===== src/rtl/channels_supervisor.sv =====
// channels_supervisor
//   Configuration and link-safety controller for the RC channel decoder.
//   - Shadow registers for channel route, polarity and deadzone; a commit
//     copies them to the active configuration when the FSM is DISARMED and
//     the route is a permutation. A write in the commit cycle is included.
//   - Per-channel watchdog counters clocked by a timebase tick and cleared
//     by capture-done pulses. A saturated counter flags the channel as lost.
//   - Frame detection and an arm/failsafe state machine that gates vehicle
//     drive.
//
// Optional feature (macro CHSUP_AUTO_REARM_EN):
//   defined   : FAILSAFE returns to ARMING by itself once no channel is lost.
//   undefined : FAILSAFE is left only through i_disarm.
//
// Ports:
//   i_clk, i_rst         clock, synchronous active-high reset
//   i_wr_en/addr/data    shadow write (0=route, 1=polarity, 2=deadzone, 3=none)
//   i_commit             shadow -> active copy request
//   i_arm, i_disarm      arm / disarm request pulses
//   i_timebase           watchdog timebase tick
//   i_capture_done       per-channel capture-done pulses
//   o_chan_route         active route, entry k in bits [k*W +: W]
//   o_polarity           active polarity
//   o_deadzone           active deadzone
//   o_cfg_err            one-cycle pulse after a rejected commit
//   o_lost               per-channel lost flags
//   o_armed, o_failsafe  decoded FSM state
module channels_supervisor #(
  parameter int K_NCHAN        = 4,
  parameter int K_RES          = 10,
  parameter int K_TIMEOUT      = 50,
  parameter int K_ARM_FRAMES   = 8,
  parameter int K_DEADZONE_RST = 16
) (
  input  logic                                 i_clk,
  input  logic                                 i_rst,
  input  logic                                 i_wr_en,
  input  logic [1:0]                           i_wr_addr,
  input  logic [15:0]                          i_wr_data,
  input  logic                                 i_commit,
  input  logic                                 i_arm,
  input  logic                                 i_disarm,
  input  logic                                 i_timebase,
  input  logic [K_NCHAN-1:0]                   i_capture_done,
  output logic [K_NCHAN*$clog2(K_NCHAN)-1:0]   o_chan_route,
  output logic [K_NCHAN-1:0]                   o_polarity,
  output logic [K_RES-1:0]                     o_deadzone,
  output logic                                 o_cfg_err,
  output logic [K_NCHAN-1:0]                   o_lost,
  output logic                                 o_armed,
  output logic                                 o_failsafe
);

  localparam int W  = $clog2(K_NCHAN);
  localparam int RW = K_NCHAN * W;
  localparam int CW = $clog2(K_TIMEOUT + 1);
  localparam int FW = $clog2(K_ARM_FRAMES + 1);

  typedef enum logic [1:0] {
    ST_DISARMED = 2'd0,
    ST_ARMING   = 2'd1,
    ST_ARMED    = 2'd2,
    ST_FAILSAFE = 2'd3
  } state_t;

  state_t state_reg, state_next;
  logic [FW-1:0] frame_cnt_reg, frame_cnt_next;

  logic [RW-1:0]      shadow_route_reg, act_route_reg, route_eff, route_rst;
  logic [K_NCHAN-1:0] shadow_pol_reg, act_pol_reg, pol_eff;
  logic [K_RES-1:0]   shadow_dz_reg, act_dz_reg, dz_eff;
  logic               cfg_err_reg;
  logic [K_NCHAN-1:0] seen_reg, seen_next;
  logic [K_NCHAN-1:0] idx_present;
  logic [K_NCHAN-1:0] lost_vec;
  logic               route_valid, commit_ok, frame_tick;

  // Only the low bits of the write bus are meaningful for each register.
  logic wr_data_unused;
  assign wr_data_unused = ^i_wr_data;

  // Identity route used as reset value.
  for (genvar gi = 0; gi < K_NCHAN; gi++) begin : g_route_rst
    assign route_rst[gi*W +: W] = W'(gi);
  end

  // Shadow values seen by a commit, including a write in the same cycle.
  assign route_eff = (i_wr_en && i_wr_addr == 2'd0) ? i_wr_data[RW-1:0]      : shadow_route_reg;
  assign pol_eff   = (i_wr_en && i_wr_addr == 2'd1) ? i_wr_data[K_NCHAN-1:0] : shadow_pol_reg;
  assign dz_eff    = (i_wr_en && i_wr_addr == 2'd2) ? i_wr_data[K_RES-1:0]   : shadow_dz_reg;

  // With K_NCHAN entries, every index being present at least once implies
  // each appears exactly once and no entry is out of range.
  for (genvar gi = 0; gi < K_NCHAN; gi++) begin : g_perm
    logic [K_NCHAN-1:0] hit;
    for (genvar gk = 0; gk < K_NCHAN; gk++) begin : g_hit
      assign hit[gk] = (route_eff[gk*W +: W] == W'(gi));
    end
    assign idx_present[gi] = |hit;
  end
  assign route_valid = &idx_present;
  assign commit_ok   = i_commit && (state_reg == ST_DISARMED) && route_valid;

  always_ff @(posedge i_clk) begin
    if (i_rst) begin
      shadow_route_reg <= route_rst;
      shadow_pol_reg   <= '0;
      shadow_dz_reg    <= K_RES'(K_DEADZONE_RST);
      act_route_reg    <= route_rst;
      act_pol_reg      <= '0;
      act_dz_reg       <= K_RES'(K_DEADZONE_RST);
      cfg_err_reg      <= 1'b0;
    end else begin
      if (i_wr_en) begin
        case (i_wr_addr)
          2'd0:    shadow_route_reg <= i_wr_data[RW-1:0];
          2'd1:    shadow_pol_reg   <= i_wr_data[K_NCHAN-1:0];
          2'd2:    shadow_dz_reg    <= i_wr_data[K_RES-1:0];
          default: ;
        endcase
      end
      if (commit_ok) begin
        act_route_reg <= route_eff;
        act_pol_reg   <= pol_eff;
        act_dz_reg    <= dz_eff;
      end
      cfg_err_reg <= i_commit && !commit_ok;
    end
  end

  // Per-channel watchdog. The lost flag is registered from the next counter
  // value so it always matches the counter register.
  for (genvar gi = 0; gi < K_NCHAN; gi++) begin : g_wd
    logic [CW-1:0] wd_cnt_reg, wd_cnt_next;
    logic          lost_reg;

    always_comb begin
      wd_cnt_next = wd_cnt_reg;
      if (i_capture_done[gi])
        wd_cnt_next = '0;
      else if (i_timebase && wd_cnt_reg != CW'(K_TIMEOUT))
        wd_cnt_next = wd_cnt_reg + CW'(1);
    end

    always_ff @(posedge i_clk) begin
      if (i_rst) begin
        wd_cnt_reg <= CW'(K_TIMEOUT);
        lost_reg   <= 1'b1;
      end else begin
        wd_cnt_reg <= wd_cnt_next;
        lost_reg   <= (wd_cnt_next == CW'(K_TIMEOUT));
      end
    end

    assign lost_vec[gi] = lost_reg;
  end

  // A frame completes when every channel has reported; the completing
  // cycle's pulses belong to that frame, so seen restarts empty.
  assign frame_tick = &(seen_reg | i_capture_done);
  assign seen_next  = frame_tick ? '0 : (seen_reg | i_capture_done);

  always_comb begin
    state_next     = state_reg;
    frame_cnt_next = frame_cnt_reg;
    case (state_reg)
      ST_DISARMED: begin
        if (i_arm) begin
          state_next     = ST_ARMING;
          frame_cnt_next = '0;
        end
      end
      ST_ARMING: begin
        if (|lost_vec) begin
          state_next = ST_DISARMED;
        end else if (frame_tick) begin
          if (frame_cnt_reg == FW'(K_ARM_FRAMES - 1))
            state_next = ST_ARMED;
          frame_cnt_next = frame_cnt_reg + FW'(1);
        end
      end
      ST_ARMED: begin
        if (|lost_vec)
          state_next = ST_FAILSAFE;
      end
      ST_FAILSAFE: begin
`ifdef CHSUP_AUTO_REARM_EN
        if (lost_vec == '0) begin
          state_next     = ST_ARMING;
          frame_cnt_next = '0;
        end
`else
        state_next = ST_FAILSAFE;
`endif
      end
      default: state_next = ST_DISARMED;
    endcase
    // Disarm overrides every other transition.
    if (i_disarm)
      state_next = ST_DISARMED;
  end

  always_ff @(posedge i_clk) begin
    if (i_rst) begin
      state_reg     <= ST_DISARMED;
      frame_cnt_reg <= '0;
      seen_reg      <= '0;
    end else begin
      state_reg     <= state_next;
      frame_cnt_reg <= frame_cnt_next;
      seen_reg      <= seen_next;
    end
  end

  assign o_chan_route = act_route_reg;
  assign o_polarity   = act_pol_reg;
  assign o_deadzone   = act_dz_reg;
  assign o_cfg_err    = cfg_err_reg;
  assign o_lost       = lost_vec;
  assign o_armed      = (state_reg == ST_ARMED);
  assign o_failsafe   = (state_reg != ST_ARMED);

endmodule


===== config.mk =====
export PLATFORM = sky130hd
export DESIGN_NAME = channels_supervisor
export DESIGN_NICKNAME = d
export VERILOG_FILES = /design/src/rtl/channels_supervisor.sv
export SDC_FILE = /design/constraint.sdc
export NUM_CORES = 1
export LEC_CHECK = 0
export ABC_CLOCK_PERIOD_IN_PS = 2100
export BUFFER_PORTS_ARGS = -buffer_cell sky130_fd_sc_hd__buf_4
export CORE_MARGIN = 2
export CORE_UTILIZATION = 40
export DETAILED_ROUTE_END_ITERATION = 12
export SYNTH_ARGS = -nofsm -noshare
export SYNTH_HDL_FRONTEND = slang
export SYNTH_SLANG_ARGS = --single-unit

===== constraint.sdc =====
create_clock -name i_clk -period 2.1 [get_ports i_clk]
set_clock_uncertainty 0.2 [all_clocks]
set_input_delay 0.42 -clock i_clk [delete_from_list [all_inputs] [get_ports i_clk]]
set_output_delay 0.42 -clock i_clk [all_outputs]
set_load 0.005 [all_outputs]

==> summary.txt, run 1 <==
Worst hold path
  – Hold path cells: 2
  – Tightest Hold Check Type: in -> reg
  – Hold_sp: i_disarm
  – Hold Crit Endpoint: state_reg[1]

Setup path
  – Reg-to-Reg End: o_chan_route[7]
  – Worst path cell trace: a222oi_1, nand2_1, a32o_2, o311ai_4, buf_12, buf_12, mux2_4
  – Critical path's largest stage delay: 0.41 ns
  – Worst EP arrival: 2.36 ns
  – Critical Path End Type: flop
  – Required @ worst endpoint: 2.13 ns
  – R2r startpoint: shadow_route_reg[6]
  – Crit-path most repeated cell: buf_12
  – Critical path type: reg -> reg
  – Crit Path Max Fanout: 7
  – Critical Path Slowest Stage Cell: a222oi_1
  – R2R setup slack: -0.23 ns
  – R2R depth: 7
  – CP startpoint kind: flop

Routing
  – WL met2: 4250 um
  – Antenna viol nets, final: 0
  – Highest metal used: met4
  – Met3 wire len: 350 um
  – Met1 WL: 4130 um
  – Initial DRC count: 108
  – Drt total wl: 8790 um
  – Vias per cell: 5.05
  – DR DRC count: 0
  – WL/cell: 14.0 um
  – Pre-antenna DRT Iters: 4
  – DR vias: 3175

Yosys
  – Number of synthesized flops with an enable pin: 0
  – Post-synth cell types: 55
  – Post-synth net total: 447
  – Synth Cell Area: 3880 um^2
  – Ys flop type: dfxtp_1
  – FF+latch count, synth: 83
  – Synthesis warning total: 0
  – Post-Synthesis Cells: 409
  – Syn avg cell area: 9.49 um^2
  – Seq/Total Area, Yosys: 42.8%
  – Post-synth ARST share: 0%

Cells and area
  – Filler Cells Inserted: 861
  – Final Core Density: 53.7%
  – Diode count: 0
  – # nets final: 534
  – Layout area overhead: 29.1%
  – Max reg flops: 24
  – Share of cells above drive strength 1: 30.4%

Global routing
  – Grt ovf: 0
  – First-pass GRT wire length: 14300 um
  – GRT Util Overall: 17.4%
  – Antenna violations before repair: 0
  – Largest net degree at the start of global routing: 35
  – Vias in the first global route: 3044

Floorplan
  – Starting Density: 41.6%
  – Die area: 10500 um^2
  – Ports: 58
  – Core area: 9330 um^2
  – Die Span Y: 103 um
  – Chip width: 103 um
  – FP Rows: 35

Pwr
  – Pwr/cell area: 672 nW/um^2
  – Logic pwr share: 16.0%
  – Int Power: 2.54 mW
  – Flop pwr share: 50.3%
  – Leakage: 2.14 nW
  – Psw: 826 uW
  – Maximum vdd ir drop: 0.000379 V
  – Clk network pwr share: 33.7%
  – Net Sw Frac: 24.5%

Place
  – PortBufs: 51
  – Dpl hpwl: 6310 um
  – GPL Wtd Cong: 0.894

Clocking
  – Worst-skew pair later-pin latency: 0.35 ns
  – CTS Sinks: 83
  – Reg clk slew, reported paths: 0.08 ns
  – H-tree levels: 3
  – Clock Tree Buf Depth: 2
  – CTS tree: yes
  – Clock buffer count from CTS: 9
  – Clk root buf: clkbuf_8

Timing
  – Tightest Pin Transition: 0.396 ns
  – Final period util: 111%
  – Fin crit period: 2.33 ns
  – Hold WS: 0.0375 ns
  – Final setup viols: 23
  – Slew Limit Fails: 0
  – Final Hold Vio Count: 0
  – Final worst slack: -0.230 ns
  – Slew HR: 73.5%
  – Unrepaired setup endpoints after global routing: yes
  – F_max: 429 MHz

Job
  – Max cap viols: 0

Outcome
  – Failing checks: negative setup slack
  – Status: complete, but fails checks
==> layout make-up <==
cell class                 count  area, um^2  share of cell area, %
multi-input combinational    290        2150                   42.9
tap                          129         161                   3.22
sequential                    83        1660                   33.2
clock buffer                  13         159                   3.17
timing repair buffer          98         790                   15.7
clock inverter                 2        35.0                  0.699
inverter                      14        52.6                   1.05
==> what timing repair did <==
| item | CTS | global route |
|---|---|---|
| gates cloned | 0 | 1 |
| setup endpoints to repair | 22 | 26 |
| buffers inserted | 0 | 2 |
| pin swaps | 0 | 4 |
| gates resized for setup | 12 | 16 |
| hold buffers | 0 | 0 |
==> logic make-up (layout without fill, tap and decap cells) <==
| group | after synthesis | after routing | share of synthesized area [%] |
|---|---|---|---|
| AND/OR/NAND/NOR | 150 | 150 | 21.0 |
| flip-flops | 83 | 83 | 42.8 |
| AO/OA/AOI/OAI | 68 | 68 | 12.7 |
| multiplexers | 42 | 42 | 11.5 |
| buffers and inverters | 36 | 127 | 4.29 |
| XOR/XNOR | 21 | 21 | 4.74 |
| adder cells (fa/ha/maj) | 9 | 9 | 2.90 |
==> metrics by stage <==
stage | power, mW | setup slack (ns) | cells | TNS (ns) | cell area [um^2]
2_1_floorplan | 2.00 | -0.155 | 409 | -2.94 | 3880
3_3_place_gp | 2.20 | -0.389 | 611 | -8.38 | 4660
3_5_place_dp | 2.21 | -0.407 | 611 | -8.84 | 4660
4_1_cts | 3.36 | -0.145 | 626 | -2.82 | 4890
5_1_grt | 3.52 | -0.298 | 629 | -6.52 | 5010
6_report | 3.37 | -0.230 | 629 | -4.81 | 5010
==> cell usage in the layout (no fill, tap or decap), types with 3 or more instances in the layout <==
cell,count
xor2_1,9
inv_1,14
nor3b_1,4
a31oi_1,4
buf_4,93
nor2b_1,18
mux2i_1,20
a211oi_1,3
o22a_1,3
xnor2_1,12
nand4_1,4
o21ai_0,19
nor2_1,37
nand3_1,5
mux2_2,4
nand3b_1,5
ha_1,9
or2_2,7
clkbuf_8,11
nand2b_1,18
a41oi_1,4
nor3_1,12
dfxtp_1,81
a21oi_1,8
mux2_4,18
and3_1,4
nand2_1,24
==> worst max-delay path by stage <==
stage / slack, ns / to / depth (start not counted) / from
3_5_place_dp: -0.41 / o_chan_route[1] / 7 / i_wr_data[7]
5_1_grt: -0.30 / o_polarity[3] / 7 / shadow_route_reg[6]
4_1_cts: -0.15 / o_chan_route[0] / 6 / shadow_route_reg[7]
3_3_place_gp: -0.39 / o_chan_route[0] / 7 / i_wr_data[7]
6_report: -0.23 / o_chan_route[7] / 7 / shadow_route_reg[6]
2_1_floorplan: -0.15 / o_chan_route[5] / 6 / i_wr_data[7]
==> worst max-delay path, delay by kind of cell, from the launching register on <==
| kind | cells | cell delay [ns] |
|---|---|---|
| and+or+nand+nor | 1 | 0.11 |
| AOI/OAI and AO/OA | 3 | 0.98 |
| buffers and inverters | 2 | 0.31 |
| DFF | 1 | 0.33 |
| muxes | 1 | 0.30 |
==> power by group through the flow <==
| stage | clock network (mW) | registers, mW | logic, mW |
|---|---|---|---|
| final | 1.13 | 1.69 | 0.539 |
| after CTS | 1.17 | 1.69 | 0.495 |
| after floorplan | 0 | 1.72 | 0.285 |
| after detailed placement | 0 | 1.73 | 0.484 |
| after global routing | 1.23 | 1.70 | 0.590 |
| after global placement | 0 | 1.72 | 0.478 |
==> synthesized netlist by cell type, types with 8 or more instances <==
cell / instances / area share (%)
xor2_1: 9 / 2.0
ha_1: 9 / 2.9
inv_1: 14 / 1.4
mux2i_1: 20 / 5.2
nor2_1: 37 / 3.6
nand2_1: 24 / 2.3
xnor2_1: 12 / 2.7
dfxtp_1: 83 / 43
nand2b_1: 18 / 2.9
o21ai_0: 19 / 2.4
nor2b_1: 18 / 2.9
mux2_2: 22 / 6.4
clkbuf_1: 13 / 1.3
a21oi_1: 8 / 1.0
nor3_1: 12 / 1.5
==> per-layer routing <==
layer | track usage (%) | up-vias
met1 | 22.5 | 1494
met3 | 4.41 | 4
li1 | - | 1620
met5 | 0 | -
met4 | 4.10 | 0
met2 | 29.3 | 57
(Power assumes the default switching activity.)
==> inputs of run 2 (changes only) <==
--- a/config.mk
+++ b/config.mk
@@ -7,9 +7,13 @@
 export LEC_CHECK = 0
 export ABC_CLOCK_PERIOD_IN_PS = 2100
 export BUFFER_PORTS_ARGS = -buffer_cell sky130_fd_sc_hd__buf_4
+export CELL_PAD_IN_SITES_DETAIL_PLACEMENT = 0
+export CELL_PAD_IN_SITES_GLOBAL_PLACEMENT = 2
 export CORE_MARGIN = 2
-export CORE_UTILIZATION = 40
+export CORE_UTILIZATION = 32
+export CTS_CLUSTER_SIZE = 14
 export DETAILED_ROUTE_END_ITERATION = 12
+export PLACE_DENSITY_LB_ADDON = 0.1
 export SYNTH_ARGS = -nofsm -noshare
 export SYNTH_HDL_FRONTEND = slang
 export SYNTH_SLANG_ARGS = --single-unit
==> summary.txt, run 2 (synthesized netlist as in run 1, its figures left out) <==
Clocking
  – PostCTS Resize Cnt: 7 (-5)
  – Reg clk slew, reported paths: 0.06 ns (-0.02 ns)
  – Post-CTS Setup Bufs: 0 (unchanged)
  – Worst-skew pair later-pin latency: 0.34 ns (about the same)
  – Post-CTS Hold Buffers: 0 (unchanged)
  – CTS Sinks: 83 (unchanged)
  – Clock Tree Buf Depth: 2 (unchanged)
  – CTS tree: yes
  – Clock buffer count from CTS: 9 (unchanged)
  – H-tree levels: 3 (unchanged)
  – Clk root buf: clkbuf_16

Cells and area
  – Share of cells above drive strength 1: 30.3% (-0.14 points)
  – Layout area overhead: 31.0%
  – Diode count: 0 (unchanged)
  – Commonest non-fill, non-tap cells in the layout: buf_4 (93), dfxtp_1 (81), nor2_1 (37), nand2_1 (24), mux2i_1 (20)
  – Max reg flops: 24 (unchanged)
  – Finished Cell Area: 5080 um^2 (+1.4%)
  – Commonest non-fill, non-tap cell in the layout: buf_4
  – # nets final: 533 (-0.19%)
  – Final Non-Filler Cells: 646 (+2.7%)

Global routing
  – Vias in the first global route: 3271 (+7.5%)
  – Antenna violations before repair: 0 (unchanged)
  – GRT Util Overall: 15.4% (-2.0 points)
  – Grt ovf: 0 (unchanged)
  – First-pass GRT wire length: 15800 um (+11%)
  – Largest net degree at the start of global routing: 38 (+8.6%)

Setup path
  – Critical Path End Type: flop
  – Crit Path Max Fanout: 15 (+8)
  – Critical path type: reg -> reg
  – Required @ worst endpoint: 2.12 ns (about the same)
  – R2R depth: 6 (-1)
  – CP startpoint kind: flop
  – Worst EP arrival: 2.31 ns (-0.05 ns)

Place
  – PortBufs: 51 (unchanged)
  – Dpl hpwl: 6790 um (+7.5%)
  – GPL Wtd Cong: 0.778 (-13%)
  – Post-placement cell count: 631 (+3.3%)
  – Dpl ws: -0.423 ns (-0.0159 ns)
  – Placed cell areas: 4720 um^2 (+1.3%)

Pwr
  – Flop pwr share: 44.0% (-6.3 points)
  – Leakage: 2.13 nW (-0.25%)
  – Net Sw Frac: 23.5% (-0.97 points)
  – Clk network pwr share: 42.9% (+9.2 points)
  – Logic pwr share: 13.1% (-2.9 points)
  – Maximum vdd ir drop: 0.000734 V (+94%)
  – Pwr/cell area: 757 nW/um^2 (+13%)
  – Psw: 907 uW (+9.8%)
  – Int Power: 2.94 mW (+16%)
  – Tot Pwr: 3.85 mW (+14%)

Floorplan
  – Starting Density: 32.6% (-9.0 points)
  – Core area: 11900 um^2 (+28%)
  – Ports: 58 (unchanged)
  – Die Span Y: 114 um (+11%)
  – Die area: 13000 um^2 (+24%)
  – FP Rows: 40 (+14%)
  – Chip width: 114 um (+11%)

Routing
  – Antenna viol nets, final: 0 (unchanged)
  – WL/cell: 14.3 um (+2.1%)
  – DR vias: 3159 (-0.50%)
  – Pre-antenna DRT Iters: 4 (unchanged)
  – DR DRC count: 0 (unchanged)
  – Vias per cell: 4.89 (-3.1%)
  – Drt total wl: 9220 um (+4.9%)
  – Initial DRC count: 129 (+19%)

Job
  – Max cap viols: 0 (unchanged)

Outcome
  – Failing checks: negative setup slack
  – Status: complete, but fails checks

Timing
  – Final Hold Vio Count: 0 (unchanged)
  – Unrepaired setup endpoints after global routing: yes
  – Final worst slack: -0.184 ns (+0.0467 ns)
  – F_max: 438 MHz (+2.0%)
  – Final period util: 109% (-2.2 points)
  – Fin crit period: 2.28 ns (-0.0467 ns)
  – Slew HR: 69.9% (-3.6 points)
  – Final setup viols: 22 (-4.3%)
  – Tightest Pin Transition: 0.452 ns (+0.0557 ns)
  – Slew Limit Fails: 0 (unchanged)

Worst hold path
  – Tightest Hold Check Type: in -> reg
  – Hold path cells: 2 (unchanged)
run 2: changes by cell type in the layout (fill, tap and decap cells not counted), moves of 8 or more:
cell	before	now
mux2_2	4	14
clkbuf_8	11	0
mux2_4	18	8
clkbuf_16	1	9
run 2: area by class of cell:
type / instances / area [um^2]
multi-input combinational: 290 / 2110
inverter: 14 / 52.6
clock buffer: 10 / 229
sequential: 83 / 1660
clock inverter: 5 / 78.8
timing repair buffer: 97 / 769
tap: 147 / 184
fill: 1206 / 6830
run 2: critical path, stage by stage (launching register included):
cell and delay, ns:
dfxtp_2 0.31, a222oi_1 0.46, nand2_1 0.10, a32o_2 0.25, o311ai_4 0.30, buf_12 0.20, mux2_2 0.34
run 2: stage by stage:
| stage | hold WS [ns] | util [%] | setup TNS (ns) |
|---|---|---|---|
| 6_report | 0.0517 | 42.7 | -3.59 |
| 5_1_grt | 0.0387 | 42.7 | -5.21 |
| 4_1_cts | 0.0380 | 42.4 | -3.51 |
| 3_5_place_dp | 0.268 | 39.6 | -8.96 |
| 3_3_place_gp | 0.263 | 39.6 | -8.41 |
| 2_1_floorplan | 0.250 | - | -2.94 |
run 2: path summary, 6_finish.rpt:
path                  startpoint  slack (ns)         endpoint
max          shadow_route_reg[7]       -0.18  o_chan_route[7]
min                     i_disarm        0.05     state_reg[0]
max reg2reg  shadow_route_reg[7]       -0.18  o_chan_route[7]
min reg2reg          seen_reg[0]        0.27      seen_reg[0]
run 2: per-layer routing:
layer / wire length, um / global-route usage [%]
met5: 0 / 0
met4: 133 / 4.72
met3: 373 / 4.92
met2: 4460 / 26.3
met1: 4250 / 18.5
run 2: power groups by stage:
stage          clock (mW)  sequential [mW]  combinational [mW]
6_report             1.65             1.69               0.503
5_1_grt              1.78             1.70               0.561
2_1_floorplan           0             1.72               0.285
3_3_place_gp            0             1.73               0.497
3_5_place_dp            0             1.73               0.500
4_1_cts              1.72             1.69               0.509
==> inputs of run 3 (changes only) <==
==> config.mk (replaced) <==
export PLATFORM = sky130hd
export DESIGN_NAME = channels_supervisor
export DESIGN_NICKNAME = d
export VERILOG_FILES = /design/src/rtl/channels_supervisor.sv
export SDC_FILE = /design/constraint.sdc
export NUM_CORES = 1
export LEC_CHECK = 0
export ABC_AREA = 1
export ABC_CLOCK_PERIOD_IN_PS = 2100
export CELL_PAD_IN_SITES_DETAIL_PLACEMENT = 0
export CELL_PAD_IN_SITES_GLOBAL_PLACEMENT = 2
export CORE_MARGIN = 2
export CORE_UTILIZATION = 32
export CTS_CLUSTER_SIZE = 14
export DETAILED_ROUTE_END_ITERATION = 12
export DONT_BUFFER_PORTS = 1
export PLACE_DENSITY_LB_ADDON = 0.05
export SYNTH_ARGS = -nofsm -noshare
export SYNTH_HDL_FRONTEND = slang
export SYNTH_SLANG_ARGS = --single-unit
==> summary.txt, run 3 <==
Cells and area
  – Max reg flops: 24 (unchanged)
  – Final Core Density: 37.3% (-5.3 points)
  – Diode count: 0 (unchanged)
  – Finished Cell Area: 4670 um^2 (-8.1%)
  – # nets final: 628 (+18%)
  – Commonest non-fill, non-tap cell in the layout: nand2_1
  – Layout area overhead: 14.8%
  – Final Non-Filler Cells: 767 (+19%)
  – Share of cells above drive strength 1: 14.5% (-16 points)
  – Register Area: 1660 um^2 (unchanged)
  – Commonest non-fill, non-tap cells in the layout: nand2_1 (159), nor2_1 (85), dfxtp_1 (81), inv_1 (52), nand3_1 (50)
  – Area occupied by multi-input gates: 2060 um^2 (-2.4%)
  – Filler Cells Inserted: 1386 (+15%)

Routing
  – DR DRC count: 0 (unchanged)
  – Antenna viol nets, final: 0 (unchanged)
  – Vias per cell: 4.48 (-8.4%)
  – Initial DRC count: 117 (-9.3%)
  – Drt total wl: 9880 um (+7.1%)
  – Pre-antenna DRT Iters: 4 (unchanged)
  – DR vias: 3437 (+8.8%)
  – WL/cell: 12.9 um (-9.8%)

Yosys
  – Syn avg cell area: 7.10 um^2 (-25%)
  – Synthesis warning total: 0 (unchanged)
  – Post-synth cell types: 32 (-42%)
  – Post-synth net total: 612 (+37%)
  – Post-Synthesis Cells: 574 (+40%)
  – Most common cell in the synthesized netlist: nand2_1
  – Seq/Total Area, Yosys: 40.8% (-2.0 points)
  – Number of synthesized flops with an enable pin: 0 (unchanged)
  – Synth top cells by count: nand2_1 (159), nor2_1 (86), dfxtp_1 (83)
  – Post-synth top area share: 40.8% (-2.0 points)
  – Synth Cell Area: 4070 um^2 (+4.9%)
  – Largest cells by area after synthesis: dfxtp_1 (41%), nand2_1 (15%), nor2_1 (7.9%)
  – FF+latch count, synth: 83 (unchanged)
  – Post-synth ARST share: 0% (unchanged)
  – Ys flop type: dfxtp_1
  – Synth area leader: dfxtp_1

Global routing
  – Vias in the first global route: 3253 (-0.55%)
  – GRT Util Overall: 15.6% (+0.13 points)
  – Grt ovf: 0 (unchanged)
  – Largest net degree at the start of global routing: 36 (-5.3%)
  – First-pass GRT wire length: 16200 um (+2.3%)
  – Antenna violations before repair: 0 (unchanged)

Clocking
  – Post-CTS Setup Bufs: 0 (unchanged)
  – CTS tree: yes
  – Clock buffer count from CTS: 9 (unchanged)
  – CTS Sinks: 83 (unchanged)
  – Worst-skew pair later-pin latency: 0.35 ns (about the same)
  – H-tree levels: 3 (unchanged)
  – Reg clk slew, reported paths: 0.07 ns (about the same)
  – Clk root buf: clkbuf_16
  – Clock Tree Buf Depth: 2 (unchanged)

Timing
  – Hold WS: 0.0208 ns (-0.0309 ns)
  – Fin crit period: 1.92 ns (-0.363 ns)
  – Final Hold Vio Count: 0 (unchanged)
  – Slew Limit Fails: 0 (unchanged)
  – Final setup viols: 0 (-100%)
  – Unrepaired setup endpoints after global routing: no
  – F_max: 521 MHz (+19%)
  – Final period util: 91.5% (-17 points)
  – Setup TNS: 0 ns (+3.59 ns)
  – Slew HR: 75.4% (+5.6 points)
  – Final worst slack: 0.179 ns (+0.363 ns)
  – Tightest Pin Transition: 0.366 ns (-0.0862 ns)

Place
  – Post-placement cell count: 750 (+19%)
  – Dpl hpwl: 7240 um (+6.7%)
  – GPL Wtd Cong: 0.805 (+3.5%)
  – Placed cell areas: 4360 um^2 (-7.5%)
  – Dpl ws: -0.0159 ns (+0.407 ns)
  – PortBufs: 0 (-100%)

Outcome
  – Status: complete, no violations

Setup path
  – Critical Path End Type: flop
  – Worst EP arrival: 2.01 ns (-0.30 ns)
  – Required @ worst endpoint: 2.19 ns (+0.07 ns)
  – CP startpoint kind: flop
  – Crit Path Max Fanout: 5 (-10)
  – R2r startpoint: g_wd[0].wd_cnt_reg[0]
  – Critical path's largest stage delay: 0.34 ns (-0.12 ns)
  – Critical path type: reg -> reg
  – Crit path from: g_wd[0].wd_cnt_reg[0]
  – Critical Path Slowest Stage Cell: dfxtp_2
  – Worst path cell trace: inv_1, ha_1, nand2_1, nor2_1, nand2_1, nand2_1, nor2_2, or2_2, nand3_1, nand2_1, nor2_1, nand2_1, nand2_1
  – Crit-path most repeated cell: nand2_1

Floorplan
  – Ports: 58 (unchanged)
  – Die Span Y: 117 um (+2.3%)
  – Chip width: 117 um (+2.3%)
  – FP Rows: 41 (+2.5%)
  – Die area: 13600 um^2 (+4.7%)
  – Core area: 12500 um^2 (+5.1%)
  – Starting Density: 32.5% (-0.058 points)

Pwr
  – Maximum vdd ir drop: 0.000286 V (-61%)
  – Leakage: 2.26 nW (+6.1%)
  – Tot Pwr: 3.89 mW (+1.1%)
  – Pwr/cell area: 832 nW/um^2 (+9.9%)

Job
  – Max cap viols: 0 (unchanged)

Worst hold path
  – Tightest Hold Check Type: in -> reg
  – Hold_sp: i_capture_done[1]
-- run 3: cell families after synthesis --
kind of cell / synth area share [%]
AO/OA/AOI/OAI: 4.58
buffers and inverters: 8.79
flip-flops: 40.8
XOR/XNOR: 0.860
multiplexers: 3.19
adder cells (fa/ha/maj): 2.77
AND/OR/NAND/NOR: 39.0
-- run 3: power by group --
group,switching (mW),internal (mW)
logic,0.347,0.241
registers,0.0768,1.68
clock network,0.701,0.844
total,1.13,2.77
-- run 3: final timing paths --
path / cells past startpoint / slack [ns] / endpoint
worst max-delay path: 13 / 0.18 / g_wd[0].lost_reg
worst min-delay path: 2 / 0.02 / seen_reg[1]
worst max register to register: 13 / 0.18 / g_wd[0].lost_reg
worst min register to register: 2 / 0.26 / seen_reg[1]
-- run 3: what timing repair did --
action	in CTS	in global routing
hold endpoints to repair	35	0
endpoints found under the setup margin	0	2
hold buffers	1	0
gates resized for setup	0	5
-- run 3: worst max-delay path: cells and delay by family (launching register included) --
kind,cells,cell delay [ns]
AND/OR/NAND/NOR,11,1.11
flip-flops,1,0.34
adder cells (fa/ha/maj),1,0.14
buffers and inverters,1,0.07
-- run 3: cell type report --
| cell class | count | area share, % |
|---|---|---|
| inverter | 55 | 4.47 |
| clock inverter | 6 | 0.990 |
| timing repair buffer | 26 | 5.25 |
| multi-input combinational | 415 | 44.0 |
| tap | 172 | 4.60 |
| clock buffer | 10 | 5.11 |
| sequential | 83 | 35.6 |
-- run 3: per-layer routing --
layer | global-route usage (%) | share of wire (%) | vias up
met2 | 25.8 | 48 | 49
met5 | 0 | 0 | -
met1 | 19.1 | 46 | 1531
met4 | 5.88 | 1.6 | 0
li1 | - | - | 1845
met3 | 4.58 | 4.6 | 12
